==> config.mk <==
export PLATFORM = sky130hd
export DESIGN_NAME = uart_pkt_ctrl_flat
export DESIGN_NICKNAME = d
export VERILOG_FILES = /design/src/rtl/uart_pkg.sv /design/src/rtl/uart_pkt_ctrl_if.sv /design/src/rtl/uart_pkt_buf.sv /design/src/rtl/uart_pkt_ctrl.sv /design/src/flat_wrapper.sv
export SDC_FILE = /design/constraint.sdc
export NUM_CORES = 1
export LEC_CHECK = 0
export BUFFER_PORTS_ARGS = -buffer_cell sky130_fd_sc_hd__buf_2
export CORE_MARGIN = 1
export CORE_UTILIZATION = 60
export DETAILED_ROUTE_END_ITERATION = 8
export GPL_ROUTABILITY_DRIVEN = 0
export PLACE_DENSITY = 0.78
export SYNTH_ARGS = -nofsm -noshare
export SYNTH_HDL_FRONTEND = slang
export SYNTH_SLANG_ARGS = --single-unit
==> constraint.sdc <==
create_clock -name baud_clk -period 2.94 [get_ports baud_clk]
set_clock_uncertainty 0.15 [all_clocks]
set_input_delay 0.294 -clock baud_clk [delete_from_list [all_inputs] [get_ports baud_clk]]
set_output_delay 0.294 -clock baud_clk [all_outputs]
set_load 0.1 [all_outputs]
==> src/rtl/uart_pkg.sv <==
// Shared constants for the UART packet controller: default SOF marker,
// error codes and FSM state encoding.
package uart_pkg;

   localparam logic [7:0] SOF_DEFAULT = 8'hA5;

   localparam logic [1:0] LEN_ERR     = 2'd0;
   localparam logic [1:0] CSUM_ERR    = 2'd1;
   localparam logic [1:0] TIMEOUT_ERR = 2'd2;
   localparam logic [1:0] OVR_ERR     = 2'd3;

   localparam logic [2:0] S_IDLE    = 3'd0;
   localparam logic [2:0] S_LEN     = 3'd1;
   localparam logic [2:0] S_PAYLOAD = 3'd2;
   localparam logic [2:0] S_CSUM    = 3'd3;
   localparam logic [2:0] S_DONE    = 3'd4;

   typedef enum logic [2:0] {
      IDLE    = S_IDLE,
      LEN     = S_LEN,
      PAYLOAD = S_PAYLOAD,
      CSUM    = S_CSUM,
      DONE    = S_DONE
   } state_e;

endpackage

==> src/rtl/uart_pkt_ctrl_if.sv <==
// Receiver-side byte inputs plus the consumer-side packet/read/error signals.
interface uart_pkt_ctrl_if #(
   parameter int AW = 4
) ();
   logic [7:0]  rx_data;
   logic        rx_busy;
   logic        pkt_ack;
   logic [AW-1:0] rd_addr;
   logic [7:0]  rd_data;
   logic        pkt_valid;
   logic [AW:0] pkt_len;
   logic        err_pulse;
   logic [1:0]  err_code;

   modport slave (
      input  rx_data, rx_busy, pkt_ack, rd_addr,
      output rd_data, pkt_valid, pkt_len, err_pulse, err_code
   );

   modport master (
      output rx_data, rx_busy, pkt_ack, rd_addr,
      input  rd_data, pkt_valid, pkt_len, err_pulse, err_code
   );
endinterface

==> src/rtl/uart_pkt_buf.sv <==
// Payload storage: one synchronous write port, one asynchronous read port.
// Contents are not reset; only committed packets are ever read out.
module uart_pkt_buf #(
   parameter int DEPTH = 16,
   parameter int AW    = 4
) (
   input  logic          clk,
   input  logic          we,
   input  logic [AW-1:0] waddr,
   input  logic [7:0]    wdata,
   input  logic [AW-1:0] rd_addr,
   output logic [7:0]    rd_data
);
   logic [7:0] mem [DEPTH];

   always_ff @(posedge clk) begin
      if (we) mem[waddr] <= wdata;
   end

   assign rd_data = mem[rd_addr];
endmodule

==> src/rtl/uart_pkt_ctrl.sv <==
// Frame parser behind the UART receiver: SOF, LEN, payload, XOR checksum.
// Commits a packet with level valid/ack and strobes length/csum/timeout/overrun errors.
module uart_pkt_ctrl
   import uart_pkg::*;
#(
   parameter logic [7:0]  SOF_BYTE = SOF_DEFAULT,
   parameter int          MAX_LEN  = 16,
   parameter logic [15:0] TIMEOUT  = 16'd2000,
   parameter int          AW       = 4
) (
   input  logic            baud_clk,
   input  logic            reset,
   uart_pkt_ctrl_if.slave  bus
);
   localparam logic [7:0]  MAX_LEN8 = 8'(MAX_LEN);
   localparam logic [15:0] TMO_LAST = TIMEOUT - 16'd1;

   state_e        state_q, state_d;
   logic          rx_busy_d_q;
   logic [AW:0]   len_q, len_d;
   logic [AW-1:0] cnt_q, cnt_d;
   logic [7:0]    csum_q, csum_d;
   logic [15:0]   tmo_q, tmo_d;
   logic          pkt_valid_q, pkt_valid_d;
   logic [AW:0]   pkt_len_q, pkt_len_d;
   logic          err_pulse_q, err_pulse_d;
   logic [1:0]    err_code_q, err_code_d;

   logic          byte_stb;
   logic          tmo_active;
   logic          tmo_hit;
   logic          last_payload;
   logic          we;

   assign byte_stb     = rx_busy_d_q & ~bus.rx_busy;
   assign tmo_active   = (state_q == LEN) || (state_q == PAYLOAD) || (state_q == CSUM);
   assign tmo_hit      = tmo_active && (tmo_q == TMO_LAST);
   assign last_payload = ({1'b0, cnt_q} == (len_q - {{AW{1'b0}}, 1'b1}));

   always_comb begin
      state_d     = state_q;
      len_d       = len_q;
      cnt_d       = cnt_q;
      csum_d      = csum_q;
      pkt_valid_d = pkt_valid_q;
      pkt_len_d   = pkt_len_q;
      err_pulse_d = 1'b0;
      err_code_d  = err_code_q;
      we          = 1'b0;
      // A strobe always beats a coincident timeout, so clear before testing tmo_hit.
      tmo_d       = (byte_stb || !tmo_active) ? 16'd0 : tmo_q + 16'd1;

      case (state_q)
         IDLE: begin
            if (byte_stb && bus.rx_data == SOF_BYTE) state_d = LEN;
         end
         LEN: begin
            if (byte_stb) begin
               if (bus.rx_data == 8'd0 || bus.rx_data > MAX_LEN8) begin
                  err_pulse_d = 1'b1;
                  err_code_d  = LEN_ERR;
                  state_d     = IDLE;
               end else begin
                  len_d   = bus.rx_data[AW:0];
                  csum_d  = bus.rx_data;
                  cnt_d   = '0;
                  state_d = PAYLOAD;
               end
            end else if (tmo_hit) begin
               err_pulse_d = 1'b1;
               err_code_d  = TIMEOUT_ERR;
               state_d     = IDLE;
            end
         end
         PAYLOAD: begin
            if (byte_stb) begin
               we     = 1'b1;
               csum_d = csum_q ^ bus.rx_data;
               cnt_d  = cnt_q + 1'b1;
               if (last_payload) state_d = CSUM;
            end else if (tmo_hit) begin
               err_pulse_d = 1'b1;
               err_code_d  = TIMEOUT_ERR;
               state_d     = IDLE;
            end
         end
         CSUM: begin
            if (byte_stb) begin
               if (bus.rx_data == csum_q) begin
                  pkt_valid_d = 1'b1;
                  pkt_len_d   = len_q;
                  state_d     = DONE;
               end else begin
                  err_pulse_d = 1'b1;
                  err_code_d  = CSUM_ERR;
                  state_d     = IDLE;
               end
            end else if (tmo_hit) begin
               err_pulse_d = 1'b1;
               err_code_d  = TIMEOUT_ERR;
               state_d     = IDLE;
            end
         end
         DONE: begin
            if (bus.pkt_ack) begin
               pkt_valid_d = 1'b0;
               state_d     = IDLE;
            end
            // Bytes arriving while a packet is held are dropped, ack or not.
            if (byte_stb) begin
               err_pulse_d = 1'b1;
               err_code_d  = OVR_ERR;
            end
         end
         default: state_d = IDLE;
      endcase
   end

   always_ff @(posedge baud_clk) begin
      if (reset) begin
         state_q     <= IDLE;
         rx_busy_d_q <= 1'b0;
         len_q       <= '0;
         cnt_q       <= '0;
         csum_q      <= '0;
         tmo_q       <= '0;
         pkt_valid_q <= 1'b0;
         pkt_len_q   <= '0;
         err_pulse_q <= 1'b0;
         err_code_q  <= '0;
      end else begin
         state_q     <= state_d;
         rx_busy_d_q <= bus.rx_busy;
         len_q       <= len_d;
         cnt_q       <= cnt_d;
         csum_q      <= csum_d;
         tmo_q       <= tmo_d;
         pkt_valid_q <= pkt_valid_d;
         pkt_len_q   <= pkt_len_d;
         err_pulse_q <= err_pulse_d;
         err_code_q  <= err_code_d;
      end
   end

   uart_pkt_buf #(
      .DEPTH (MAX_LEN),
      .AW    (AW)
   ) u_buf (
      .clk     (baud_clk),
      .we      (we),
      .waddr   (cnt_q),
      .wdata   (bus.rx_data),
      .rd_addr (bus.rd_addr),
      .rd_data (bus.rd_data)
   );

   assign bus.pkt_valid = pkt_valid_q;
   assign bus.pkt_len   = pkt_len_q;
   assign bus.err_pulse = err_pulse_q;
   assign bus.err_code  = err_code_q;
endmodule

==> src/flat_wrapper.sv <==
// flat-port wrapper written by rule: the top's interface ports become plain ports
module uart_pkt_ctrl_flat import uart_pkg::*;
#(
   parameter logic [7:0]  SOF_BYTE = SOF_DEFAULT,
   parameter int          MAX_LEN  = 16,
   parameter logic [15:0] TIMEOUT  = 16'd2000,
   parameter int          AW       = 4
)
  (baud_clk, reset, bus_rx_data, bus_rx_busy, bus_pkt_ack, bus_rd_addr, bus_rd_data, bus_pkt_valid, bus_pkt_len, bus_err_pulse, bus_err_code);
  uart_pkt_ctrl_if #(.AW(AW)) bus_i ();
  input  logic baud_clk;
  input  logic reset;
  input wire logic [$bits(bus_i.rx_data)-1:0] bus_rx_data;
  input wire logic [$bits(bus_i.rx_busy)-1:0] bus_rx_busy;
  input wire logic [$bits(bus_i.pkt_ack)-1:0] bus_pkt_ack;
  input wire logic [$bits(bus_i.rd_addr)-1:0] bus_rd_addr;
  output wire logic [$bits(bus_i.rd_data)-1:0] bus_rd_data;
  output wire logic [$bits(bus_i.pkt_valid)-1:0] bus_pkt_valid;
  output wire logic [$bits(bus_i.pkt_len)-1:0] bus_pkt_len;
  output wire logic [$bits(bus_i.err_pulse)-1:0] bus_err_pulse;
  output wire logic [$bits(bus_i.err_code)-1:0] bus_err_code;
  assign bus_i.rx_data = bus_rx_data;
  assign bus_i.rx_busy = bus_rx_busy;
  assign bus_i.pkt_ack = bus_pkt_ack;
  assign bus_i.rd_addr = bus_rd_addr;
  assign bus_rd_data = bus_i.rd_data;
  assign bus_pkt_valid = bus_i.pkt_valid;
  assign bus_pkt_len = bus_i.pkt_len;
  assign bus_err_pulse = bus_i.err_pulse;
  assign bus_err_code = bus_i.err_code;
  uart_pkt_ctrl #(.SOF_BYTE(SOF_BYTE), .MAX_LEN(MAX_LEN), .TIMEOUT(TIMEOUT), .AW(AW)) u_core (.baud_clk(baud_clk), .reset(reset), .bus(bus_i));
endmodule
==> results of run 1 <==
-- power breakdown --
| group | leakage, nW | switching (mW) | internal [mW] |
|---|---|---|---|
| clock | 0.280 | 0.885 | 1.33 |
| combinational | 0.943 | 0.184 | 0.0842 |
| sequential | 1.52 | 0.000353 | 2.63 |
| total | 2.74 | 1.07 | 4.04 |
-- logic make-up (layout without fill, tap and decap cells) --
group                    Yosys count  after routing  share of synthesized area (%)
flip-flops                       174            174                          65.83
AND/OR/NAND/NOR                  142            142                          9.542
AO/OA/AOI/OAI                     50             50                          4.356
multiplexers                      45             45                          13.17
buffers and inverters             35             96                          2.316
XOR/XNOR                          31             31                          3.751
adder cells (fa/ha/maj)            6              6                          1.037
-- layout by cell type, fill, tap and decap left out, types with 3 or more instances in the layout --
cell / synthesis / layout
clkbuf_16: 0 / 17
inv_1: 7 / 7
edfxtp_1: 128 / 128
o211ai_1: 5 / 5
buf_4: 1 / 22
clkbuf_1: 14 / 3
nor3_1: 10 / 10
clkinv_2: 0 / 4
nand2b_1: 5 / 5
nor2_1: 50 / 50
mux2i_1: 3 / 3
nand2_1: 36 / 36
nand4_1: 10 / 10
mux4_2: 40 / 40
buf_2: 8 / 32
or3_1: 4 / 4
xnor2_1: 19 / 19
nand3_1: 7 / 7
bufinv_16: 0 / 3
dfxtp_1: 46 / 46
xor2_1: 12 / 12
nor2b_1: 4 / 4
o21ai_0: 10 / 10
ha_1: 6 / 6
a21oi_1: 21 / 21
-- final timing paths --
check                                              end                   start  cells past startpoint
worst max register to register        u_core.csum_q[0]       u_core.state_q[1]                      4
worst min register to register         u_core.tmo_q[0]         u_core.tmo_q[0]                      1
worst min-delay path            u_core.u_buf.mem[9][6]          bus_rx_data[6]                      1
worst max-delay path                    bus_rd_data[7]  u_core.u_buf.mem[8][7]                      3
-- final cells by class --
| cell class | instances | area share, % |
|---|---|---|
| flip-flops and latches | 174 | 57.82 |
| inverters | 7 | 0.3189 |
| well taps | 143 | 2.171 |
| repair buffers | 58 | 4.677 |
| clock buffers | 20 | 5.299 |
| multi-input cells | 274 | 27.98 |
| clock inverters | 11 | 1.731 |
-- metal layers --
metal	GRT usage [%]	vias to the layer above	wire length [um]
li1	-	1929	-
met1	32.96	2137	5974
met2	42.57	174	7513
met3	5.444	32	987
met4	11.53	0	355
met5	0	-	0
-- cells in the mapped netlist (all sizes together), types with 3 or more instances --
cell type,instances
ha,6
o211ai,5
xor2,12
dfxtp,46
inv,7
nor2b,4
buf,14
nand3,7
a21oi,22
mux4,40
edfxtp,128
nand2b,5
nand4,10
or3,4
nand2,37
nor4,3
o21ai,11
nor2,50
clkbuf,14
nor3,11
xnor2,19
mux2i,3
-- state kept, by name (all words and copies together) (netlist names) --
register / flops
u_core.bus.err_pulse: 1
u_core.len_q: 5
u_core.rx_busy_d_q: 1
u_core.bus.pkt_len: 5
u_core.bus.pkt_valid: 1
u_core.cnt_q: 4
u_core.bus.err_code: 2
u_core.state_q: 3
u_core.tmo_q: 16
u_core.u_buf.mem: 128
u_core.csum_q: 8
-- per-stage QoR --
step | power (mW) | hold WS (ps) | std cells | instance area [um2] | setup WS [ps]
CTS | 5.141 | 132.5 | 687 | 8240 | 385.5
global route | 5.250 | 144.3 | 687 | 8240 | 356.3
detailed placement | 2.950 | 324.3 | 654 | 7641 | 455.3
floorplan | 2.876 | 242.9 | 483 | 7238 | 385.8
finish | 5.112 | 146.3 | 687 | 8240 | 392.8
global placement | 2.945 | 285.1 | 654 | 7641 | 458.2
==> metrics.md, run 1 <==
| Metric | Value |
|---|---|
| Post-Syn Nets | 505 |
| DP Wirelength | 9352 um |
| Crit Path Class | reg2out |
| Vias per cell | slightly above 6 |
| CP bufs+invs | 1 |
| RSZ-0062 raised after global routing | false |
| Peak supply drop | between 0.0004 and 0.0005 V |
| Final setup vio count | 0 |
| Crit Path Max Fanout | 1 |
| Main synth FF type | edfxtp_1 |
| Final Cycle Share | 86.64% |
| Htree depth | 4 |
| Worst path max stage delay | around 510 ps |
| Area leader, netlist | edfxtp_1 |
| Avg Inst Size Synth | between 10 and 15 um2 |
| Skew-Pair Late Insertion Delay | between 400 and 500 ps |
| Critical path's top delay family | multiplexers |
| Iteration-0 DRC Markers | approximately 400 |
| EDFF count, synth | 128 |
| Reg clk slew, reported paths | 60 ps |
| Startpoint types | flop |
| Cell variety after synth | 51 |
| First-pass GRT wire length | around 23000 um |
| Synth Cell Area | slightly above 0.007 mm2 |
| Multi-input gate area | 0.002306 mm2 |
| Slew @ Worst Pin | 557.1 ps |
| Root buf cell | clkbuf_16 |
| Routed WL | roughly 15000 um |
| Reg2reg setup slack | approximately 700 ps |
| Layout filler cell count | approximately 750 |
| Failing checks | DRC |
| CP arrival | 2100 ps |
| Synth area leaders | edfxtp_1 53%, dfxtp_1 13%, mux4_2 12% |
| Initial Util | 62.59% |
| HP Class | in2reg |
| Final routed DRC violation total | 2 |
| Drt wl/cell | ~22 um |
| Most used cell, CP | mux4_2 |
| Die Ht | between 100 and 150 um |
| Fraction of registers with async set/reset | 0% |
| I/O Pins | 33 |
| Layout cell share with drive strength beyond 1 | between 20% and 30% |
| Worst path required time | between 2000 and 3000 ps |
| Register bit total from synthesis | approximately 170 |
| Total CTS buffers | 17 |
| N_diodes | 0 |
| Maxcap violations | 0 |
| P_leak | around 2.7 nW |
| Final TNS setup | 0 ps |
| Core Rows | 39 |
| Max Freq | around 0.39 GHz |
| Gr ovfl total | 0 |
| Final Util | 71.25% |
| Post-cts resize count | 0 |
| CTS max path bufs | 2 |
| Seq/Total Area, Yosys | around two thirds |
| Vias in the first global route | about 4200 |
| Max-slew headroom | a little over three fifths |
| CP max stage cell | mux4_2 |
| Initial antenna violation count | 0 |
| PwrDens | 620.3 mW/mm2 |
| CTS sink cnt | roughly 170 |
| YS warnings | 0 |
| CTS tree | yes |
| Mapped Cells | approximately 480 |
| Area share of the largest cell type after synthesis | ~53% |
| Die ar. | 0.01251 mm2 |
| Tmin final | between 2000 and 3000 ps |
| Hold Buf Count CTS | 2 |
| NumNets Final | 554 |
| CP cell instances | mux4_2 > mux4_2 > buf_2 |
| 1st-pass router iterations | 7 |
| Largest net degree at the start of global routing | 33 |
| Antenna Nets Post-Route | 0 |
| Die width | between 100 and 150 um |
| Core Box Area | between 0.01 and 0.015 mm2 |
| I/O Buffers | 32 |
| Gr usage total | about a quarter |
| Post-CTS setup buffer count | 0 |
| Via Count | between 4000 and 5000 |
| Register area | between 0.004 and 0.005 mm2 |
| CP endpoint kind | primary output |
| Final hold vios | 0 |
| Layout Area Growth over Synthesis | 13.85% |
| Outcome | complete, but fails checks |
| Max-slew violations | 0 |
Power figures use the tool's default switching activity.
==> run 2: changes to the inputs <==
Settings changed: REMOVE_ABC_BUFFERS from default to 1, SYNTH_HIERARCHICAL from default to 1.
==> run 2 against run 1 <==
  * The run now ends clean
  * Final cell count up 3.6%
  * Die area is 1.6% higher
  * Non-clock buffer count fell by 1
  * Total power up 4.3%
  * Count of clock-buffer cells in the layout shrank 2
  * Register-to-register slack lost 310 ps
  * Flip-flop and latch count unchanged
  * Area after synthesis up 1.6%
  * First-iteration DRC count fell by 8.9%
  * Utilization decreased by 1.5 points
  * Via count rose by 1.4%
  * Sequential share of layout area down 0.72 points
  * Critical endpoint is now u_core/u_buf/mem[0][5]
  * Highest routed layer unchanged
==> metrics.md, run 2 <==
| Metric | Value |
|---|---|
| Outcome | complete, no violations |
| RSZ-0062 raised after global routing | false |
| Synth Area in Adders | 0.5102% (-0.53 points) |
| Core Box Area | 0.01196 mm2 (+3.4%) |
| Root buf cell | clkbuf_16 |
| Layout Area Growth over Synthesis | 13.42% |
| Layout cell share with drive strength beyond 1 | 20.53% (-4.1 points) |
| Worst R2R Path Depth | 6 (+2) |
| Max reg flops | 128 (unchanged) |
| Commonest non-fill, non-tap cells in the layout | 128 x edfxtp_1, 60 x nor2_1, 46 x dfxtp_1, 39 x nand2_1, 32 x buf_2 |
| Area leader, netlist | edfxtp_1 |
| CP arrival | 2640 ps (+540 ps) |
| Tmin final | 2665 ps (+117.3 ps) |
| CTS sink cnt | 174 (unchanged) |
| Final TNS setup | 0 ps (unchanged) |
| Slew @ Worst Pin | 615.6 ps (+58.51 ps) |
| Initial antenna violation count | 0 (unchanged) |
| Cell variety after synth | 56 (+9.8%) |
| I/O Buffers | 32 (unchanged) |
| Post-CTS setup buffer count | 0 (unchanged) |
| YS warnings | 6 (+6) |
| Max-slew violations | 0 (unchanged) |
| Compound-gate portion of the synthesized area | 5.935% (+1.6 points) |
| Iteration-0 DRC Markers | 368 (-8.9%) |
| Final routed DRC violation total | 0 (-2) |
| Top flop regs | u_core/u_buf/mem: 128 flops, u_core/tmo_q: 16 flops, u_core/csum_q: 8 flops |
| CTS tree | yes |
| Die width | 112.7 um (+0.80%) |
| Layout filler cell count | 791 (+4.9%) |
| Antenna Nets Post-Route | 0 (unchanged) |
| Routed WL | 14320 um (-3.4%) |
| Largest family of logic cells by synthesized area | multiplexers |
| Largest net degree at the start of global routing | 33 (unchanged) |
| Area share of the largest cell type after synthesis | 52.24% (-0.86 points) |
| Seq/Total Area, Yosys | 64.76% (-1.1 points) |
| Final hold vios | 0 (unchanged) |
| Largest Register | u_core/u_buf/mem |
| Final setup vio count | 0 (unchanged) |
| Fraction of registers with async set/reset | 0% (unchanged) |
| Final Cycle Share | 90.63% (+4.0 points) |
| Max-slew headroom | 58.93% (-3.9 points) |
| Drt wl/cell | 20.12 um (-6.8%) |
| Crit Path Class | in2reg |
| Mapped Cells | 506 (+4.8%) |
| Register area | 0.004765 mm2 (unchanged) |
| Via Count | 4331 (+1.4%) |
| Top-count cell post-synth | edfxtp_1 |
| Synth cell count leaders | 128 x edfxtp_1, 60 x nor2_1, 46 x dfxtp_1 |
| Die ar. | 0.01271 mm2 (+1.6%) |
| Main synth FF type | edfxtp_1 |
| Total CTS buffers | 17 (unchanged) |
| Synth area leaders | edfxtp_1 52%, dfxtp_1 13%, mux4_2 5.5% |
| NumNets Final | 571 (+3.1%) |
| Initial Util | 61.51% (-1.1 points) |
| Vias in the first global route | 4225 (+1.1%) |
| Avg Inst Size Synth | 14.54 um2 (-3.0%) |
| Skew-Pair Late Insertion Delay | 420 ps (about the same) |
| P_leak | 2.944 nW (+7.3%) |
| First-pass GRT wire length | 22760 um (-1.7%) |
| N_diodes | 0 (unchanged) |
| Register bit total from synthesis | 174 (unchanged) |
| Worst path required time | 2920 ps (+420 ps) |
| Gr usage total | 24.47% (-1.2 points) |
| Multi-input gate area | 0.002351 mm2 (+2.0%) |
| Max Freq | 0.3753 GHz (-4.4%) |
| Reg clk slew, reported paths | 60 ps (about the same) |
| Simple-gate share of the synthesized area | 10.66% (+1.1 points) |
| EDFF count, synth | 128 (unchanged) |
| Startpoint types | primary input |
| HP Class | in2reg |
| Xor/xnor share of the synthesized area | 3.452% (-0.30 points) |
| DP Wirelength | 8941 um (-4.4%) |
| Most common cell after layout, fill and taps aside | edfxtp_1 |
| Maxcap violations | 0 (unchanged) |
| CTS max path bufs | 2 (unchanged) |
| 1st-pass router iterations | 5 (-2) |
| CP endpoint kind | flop |
| Synth Cell Area | 0.007357 mm2 (+1.6%) |
| Multiplexer share of the synthesized area | 11.39% (-1.8 points) |
| Total Power | 5.329 mW (+4.3%) |
| Vias per cell | 6.083 (-2.2%) |
| PwrDens | 638.7 mW/mm2 (+3.0%) |
| Gr ovfl total | 0 (unchanged) |
| Crit Path Max Fanout | 9 (+8) |
| I/O Pins | 33 (unchanged) |
| Die Ht | 112.7 um (+0.80%) |
| Peak supply drop | 0.0003518 V (-27%) |
| WHS Path Cells | 3 (+2) |
| Core Rows | 40 (+2.6%) |
| Htree depth | 4 (unchanged) |
## run 2: area by class of cell
| class | instances | share of cell area, % |
|---|---|---|
| clock inverter | 14 | 2.579 |
| inverter | 6 | 0.2699 |
| sequential | 174 | 57.10 |
| timing repair buffer | 57 | 4.528 |
| multi-input combinational | 296 | 28.18 |
| tap | 147 | 2.204 |
| clock buffer | 18 | 5.143 |
## run 2: metrics by stage
step           utilization, %  instance area [um2]  std cells  hold slack (ps)  worst slack (ps)
2_1_floorplan               -                 7138        476            206.4             71.03
3_3_place_gp            64.21                 7680        678            277.8             461.6
3_5_place_dp            64.21                 7680        678            289.2             391.5
4_1_cts                 69.76                 8344        712            112.9             294.0
5_1_grt                 69.76                 8344        712            126.6             111.9
6_report                69.76                 8344        712            132.4             275.5
## run 2: path summary, 6_finish.rpt
check	start	to	slack, ps
max	bus_rx_busy	u_core/u_buf/mem[0][5]	280
min	bus_rx_data[3]	u_core/csum_q[3]	130
max reg2reg	u_core/state_q[1]	u_core/u_buf/mem[0][5]	390
min reg2reg	u_core/tmo_q[0]	u_core/tmo_q[0]	300
## run 2: cell families (layout without fill, tap and decap cells)
logic type | count (synthesis) | in the layout
flip-flops | 174 | 174
XOR/XNOR | 29 | 29
AND/OR/NAND/NOR | 160 | 160
AO/OA/AOI/OAI | 66 | 66
multiplexers | 38 | 38
buffers and inverters | 36 | 95
adder cells (fa/ha/maj) | 3 | 3
## run 2: what timing repair did
item | in CTS | in global routing
gates resized for setup | 0 | 0
hold buffers | 2 | 0
hold endpoints to repair | 3 | 0
## run 2: worst max-delay path, stage by stage
cell,delay (ps)
dlygate4sd3_1,530
buf_2,130
nand2b_1,190
or3_1,530
inv_2,100
or3b_2,500
nor3_1,160
buf_4,200
## run 2: layer usage
metal / up-vias / wire length (um) / track usage (%)
met1: 2147 / 6522 / 34.26
li1: 2014 / - / -
met2: 146 / 6826 / 37.90
met4: 0 / 285 / 9.333
met5: - / 0 / 0
met3: 24 / 689 / 5.624
## run 2: power breakdown
| part | internal (mW) | total, mW | switching [mW] |
|---|---|---|---|
| combinational | 0.0788 | 0.282 | 0.204 |
| sequential | 2.63 | 2.63 | 0.000298 |
| clock | 1.51 | 2.42 | 0.906 |
==> run 3: changes to the inputs <==
Settings changed: ABC_AREA from default to 1.
==> run 3 against run 2 <==
  * Global-route usage grew 2.7 points
  * Total power shrank 1.2%
  * Utilization grew 0.53 points
  * Final cell count grew 54%
  * Highest routed layer unchanged
  * Flip-flop and latch count is the same
  * Critical path depth shrank 1
  * Sequential power is essentially flat
  * Setup slack gained 300 ps
==> metrics.md, run 3 <==
| Metric | Value |
|---|---|
| Hold Startpoint | bus_rx_data[0] |
| Vias in the first global route | 5593 (+32%) |
| Maxcap violations | 0 (unchanged) |
| Reg2reg setup slack | 580 ps (+190 ps) |
| Avg Inst Size Synth | 9.152 um2 (-37%) |
| Final routed DRC violation total | 0 (unchanged) |
| Synth cell count leaders | 230 x nand2_1, 135 x inv_1, 128 x edfxtp_1 |
| Most common cell after layout, fill and taps aside | nand2_1 |
| I/O Buffers | 32 (unchanged) |
| CP cell instances | inv_2 > nand2_1 > nor2_4 > inv_2 > nor2_8 > nand3b_1 > nor2_1 |
| Core Box Area | 0.01282 mm2 (+7.2%) |
| Cell variety after synth | 41 (-27%) |
| NumNets Final | 931 (+63%) |
| Top flop regs | u_core/u_buf/mem: 128 flops, u_core/tmo_q: 16 flops, u_core/csum_q: 8 flops |
| First-pass GRT wire length | 28540 um (+25%) |
| Layout cell share with drive strength beyond 1 | 10.92% (-9.6 points) |
| Largest Register | u_core/u_buf/mem |
| Main synth FF type | edfxtp_1 |
| CP arrival | 2270 ps (-370 ps) |
| Initial Util | 62.37% (+0.86 points) |
| Mapped Cells | 874 (+73%) |
| Register bit total from synthesis | 174 (unchanged) |
| Slew @ Worst Pin | 714.0 ps (+98.44 ps) |
| Fin cells | 1097 (+54%) |
| Core Rows | 41 (+2.5%) |
| RR Endpoint | u_core/u_buf/mem[11][2] |
| CP max stage cell | nor2_1 |
| RSZ-0062 raised after global routing | false |
| Commonest non-fill, non-tap cells in the layout | 230 x nand2_1, 135 x inv_1, 128 x edfxtp_1, 115 x nand3_1, 48 x nor2_1 |
| CTS sink cnt | 174 (unchanged) |
| PwrDens | 583.8 mW/mm2 (-8.6%) |
| Gr ovfl total | 0 (unchanged) |
| Layout filler cell count | 949 (+20%) |
| Layout Area Growth over Synthesis | 12.70% |
| CP endpoint kind | flop |
| Routed WL | 17760 um (+24%) |
| Area leader, netlist | edfxtp_1 |
| Outcome | complete, no violations |
| N_diodes | 0 (unchanged) |
| Tmin final | 2363 ps (-301.5 ps) |
| Crit Path Max Fanout | 11 (+2) |
| WHS Path Cells | 3 (unchanged) |
| Placed cells | 1061 (+56%) |
| Die width | 117.5 um (+4.2%) |
| CTS tree | yes |
| Worst r2r src | u_core/state_q[2] |
| Antenna Nets Post-Route | 0 (unchanged) |
| Critical path's top delay family | simple AND/OR/NAND/NOR gates |
| Max Freq | 0.4232 GHz (+13%) |
| Most used cell, CP | inv_2 |
| Dpl ws | 637.3 ps (+245.8 ps) |
| Hold EP | u_core/csum_q[0] |
| Placed inst area | 0.008388 mm2 (+9.2%) |
| Total CTS buffers | 17 (unchanged) |
| Iteration-0 DRC Markers | 729 (+98%) |
| Max reg flops | 128 (unchanged) |
| Fraction of registers with async set/reset | 0% (unchanged) |
| Final setup vio count | 0 (unchanged) |
| Drt wl/cell | 16.19 um (-20%) |
| Final hold vios | 0 (unchanged) |
| Root buf cell | clkbuf_16 |
| Vias per cell | 5.412 (-11%) |
| Post-CTS setup buffer count | 0 (unchanged) |
| Final setup margin | 576.9 ps (+301.5 ps) |
| Via Count | 5937 (+37%) |
| CTS max path bufs | 2 (unchanged) |
| Reg clk slew, reported paths | 60 ps (about the same) |
| Htree depth | 4 (unchanged) |
| Max-slew violations | 0 (unchanged) |
| Area share of the largest cell type after synthesis | 48.05% (-4.2 points) |
| CP bufs+invs | 2 (-2) |
| YS warnings | 6 (unchanged) |
| Synth Cell Area | 0.007999 mm2 (+8.7%) |
| Initial antenna violation count | 0 (unchanged) |
| P_leak | 3.843 nW (+31%) |
| Final Cycle Share | 80.38% (-10 points) |
| Seq/Total Area, Yosys | 59.57% (-5.2 points) |
| Post-route design area | 0.009015 mm2 (+8.0%) |
| DP Wirelength | 11560 um (+29%) |
| Peak supply drop | 0.0003455 V (-1.8%) |
| Worst R2R Path Depth | 7 (+1) |
| 1st-pass router iterations | 5 (unchanged) |
| Top-count cell post-synth | nand2_1 |
| Skew-Pair Late Insertion Delay | 430 ps (about the same) |
| Gr usage total | 27.18% (+2.7 points) |
| I/O Pins | 33 (unchanged) |
| Crit Path Class | reg2reg |
| Die ar. | 0.01380 mm2 (+8.6%) |
| Final TNS setup | 0 ps (unchanged) |
| HP Class | in2reg |
| Synth area leaders | edfxtp_1 48%, dfxtp_1 12%, nand2_1 11% |
| EDFF count, synth | 128 (unchanged) |
| Startpoint types | flop |
| Worst path required time | 2850 ps (-70 ps) |
| Die Ht | 117.5 um (+4.2%) |
| Max-slew headroom | 52.22% (-6.7 points) |
| Worst path max stage delay | 620 ps (+90 ps) |
| Largest net degree at the start of global routing | 65 (+97%) |
-- run 3: how the worst max path moves through the flow --
stage / from / to / slack (ps) / cells past startpoint
after floorplan: bus_rd_addr[0] / bus_rd_data[1] / 720 / 7
after global placement: u_core/state_q[2] / u_core/u_buf/mem[11][1] / 710 / 7
after detailed placement: u_core/state_q[2] / u_core/u_buf/mem[10][6] / 640 / 7
after CTS: u_core/state_q[2] / u_core/u_buf/mem[10][6] / 610 / 7
after global routing: u_core/state_q[2] / u_core/u_buf/mem[10][6] / 410 / 7
final: u_core/state_q[2] / u_core/u_buf/mem[11][2] / 580 / 7
-- run 3: per-layer routing --
layer | vias to the layer above | global-route usage [%] | wire (um) | part of all wire [%]
li1 | 2933 | - | - | -
met1 | 2710 | 35.66 | 7247 | 41
met2 | 255 | 44.38 | 8684 | 49
met3 | 39 | 5.136 | 1366 | 7.7
met4 | 0 | 11.62 | 464 | 2.6
met5 | - | 0 | 0 | 0
-- run 3: power by group --
group          switching (mW)  internal (mW)
clock                   0.857           1.37
combinational           0.286          0.115
sequential           0.000975           2.63
-- run 3: worst reg2reg max path, delay by kind of cell, from the launching register on --
kind	cells	cell delay [ps]
buf+inv	2	180
flops	1	350
simple gates	5	1320
-- run 3: logic make-up (layout without fill, tap and decap cells) --
family | after synthesis | after routing | share of synthesized area [%]
adder cells (fa/ha/maj) | 3 | 3 | 0.4693
AO/OA/AOI/OAI | 74 | 74 | 4.990
buffers and inverters | 177 | 228 | 9.464
XOR/XNOR | 10 | 10 | 1.095
AND/OR/NAND/NOR | 436 | 436 | 24.42
flip-flops | 174 | 174 | 59.57
-- run 3: area by class of cell --
class	instances	area (um2)	share of cell area, %
repair buffers	47	402.9	4.469
flip-flops and latches	174	4765	52.85
inverters	149	568.0	6.301
clock buffers	24	471.7	5.232
well taps	172	215.2	2.387
multi-input cells	523	2477	27.48
clock inverters	8	115.1	1.277
-- run 3: through the flow --
stage	hold WS [ps]	util [%]	power, mW
after floorplan	213.1	-	2.890
after global placement	281.6	65.40	3.074
after detailed placement	291.3	65.40	3.077
after CTS	48.67	70.29	5.285
after global routing	63.49	70.29	5.414
final	48.91	70.29	5.263
-- run 3: repair_timing --
| item | CTS | global route |
|---|---|---|
| gates resized for setup | 0 | 0 |
| endpoints found under the hold margin | 5 | 0 |
| hold buffers | 4 | 0 |
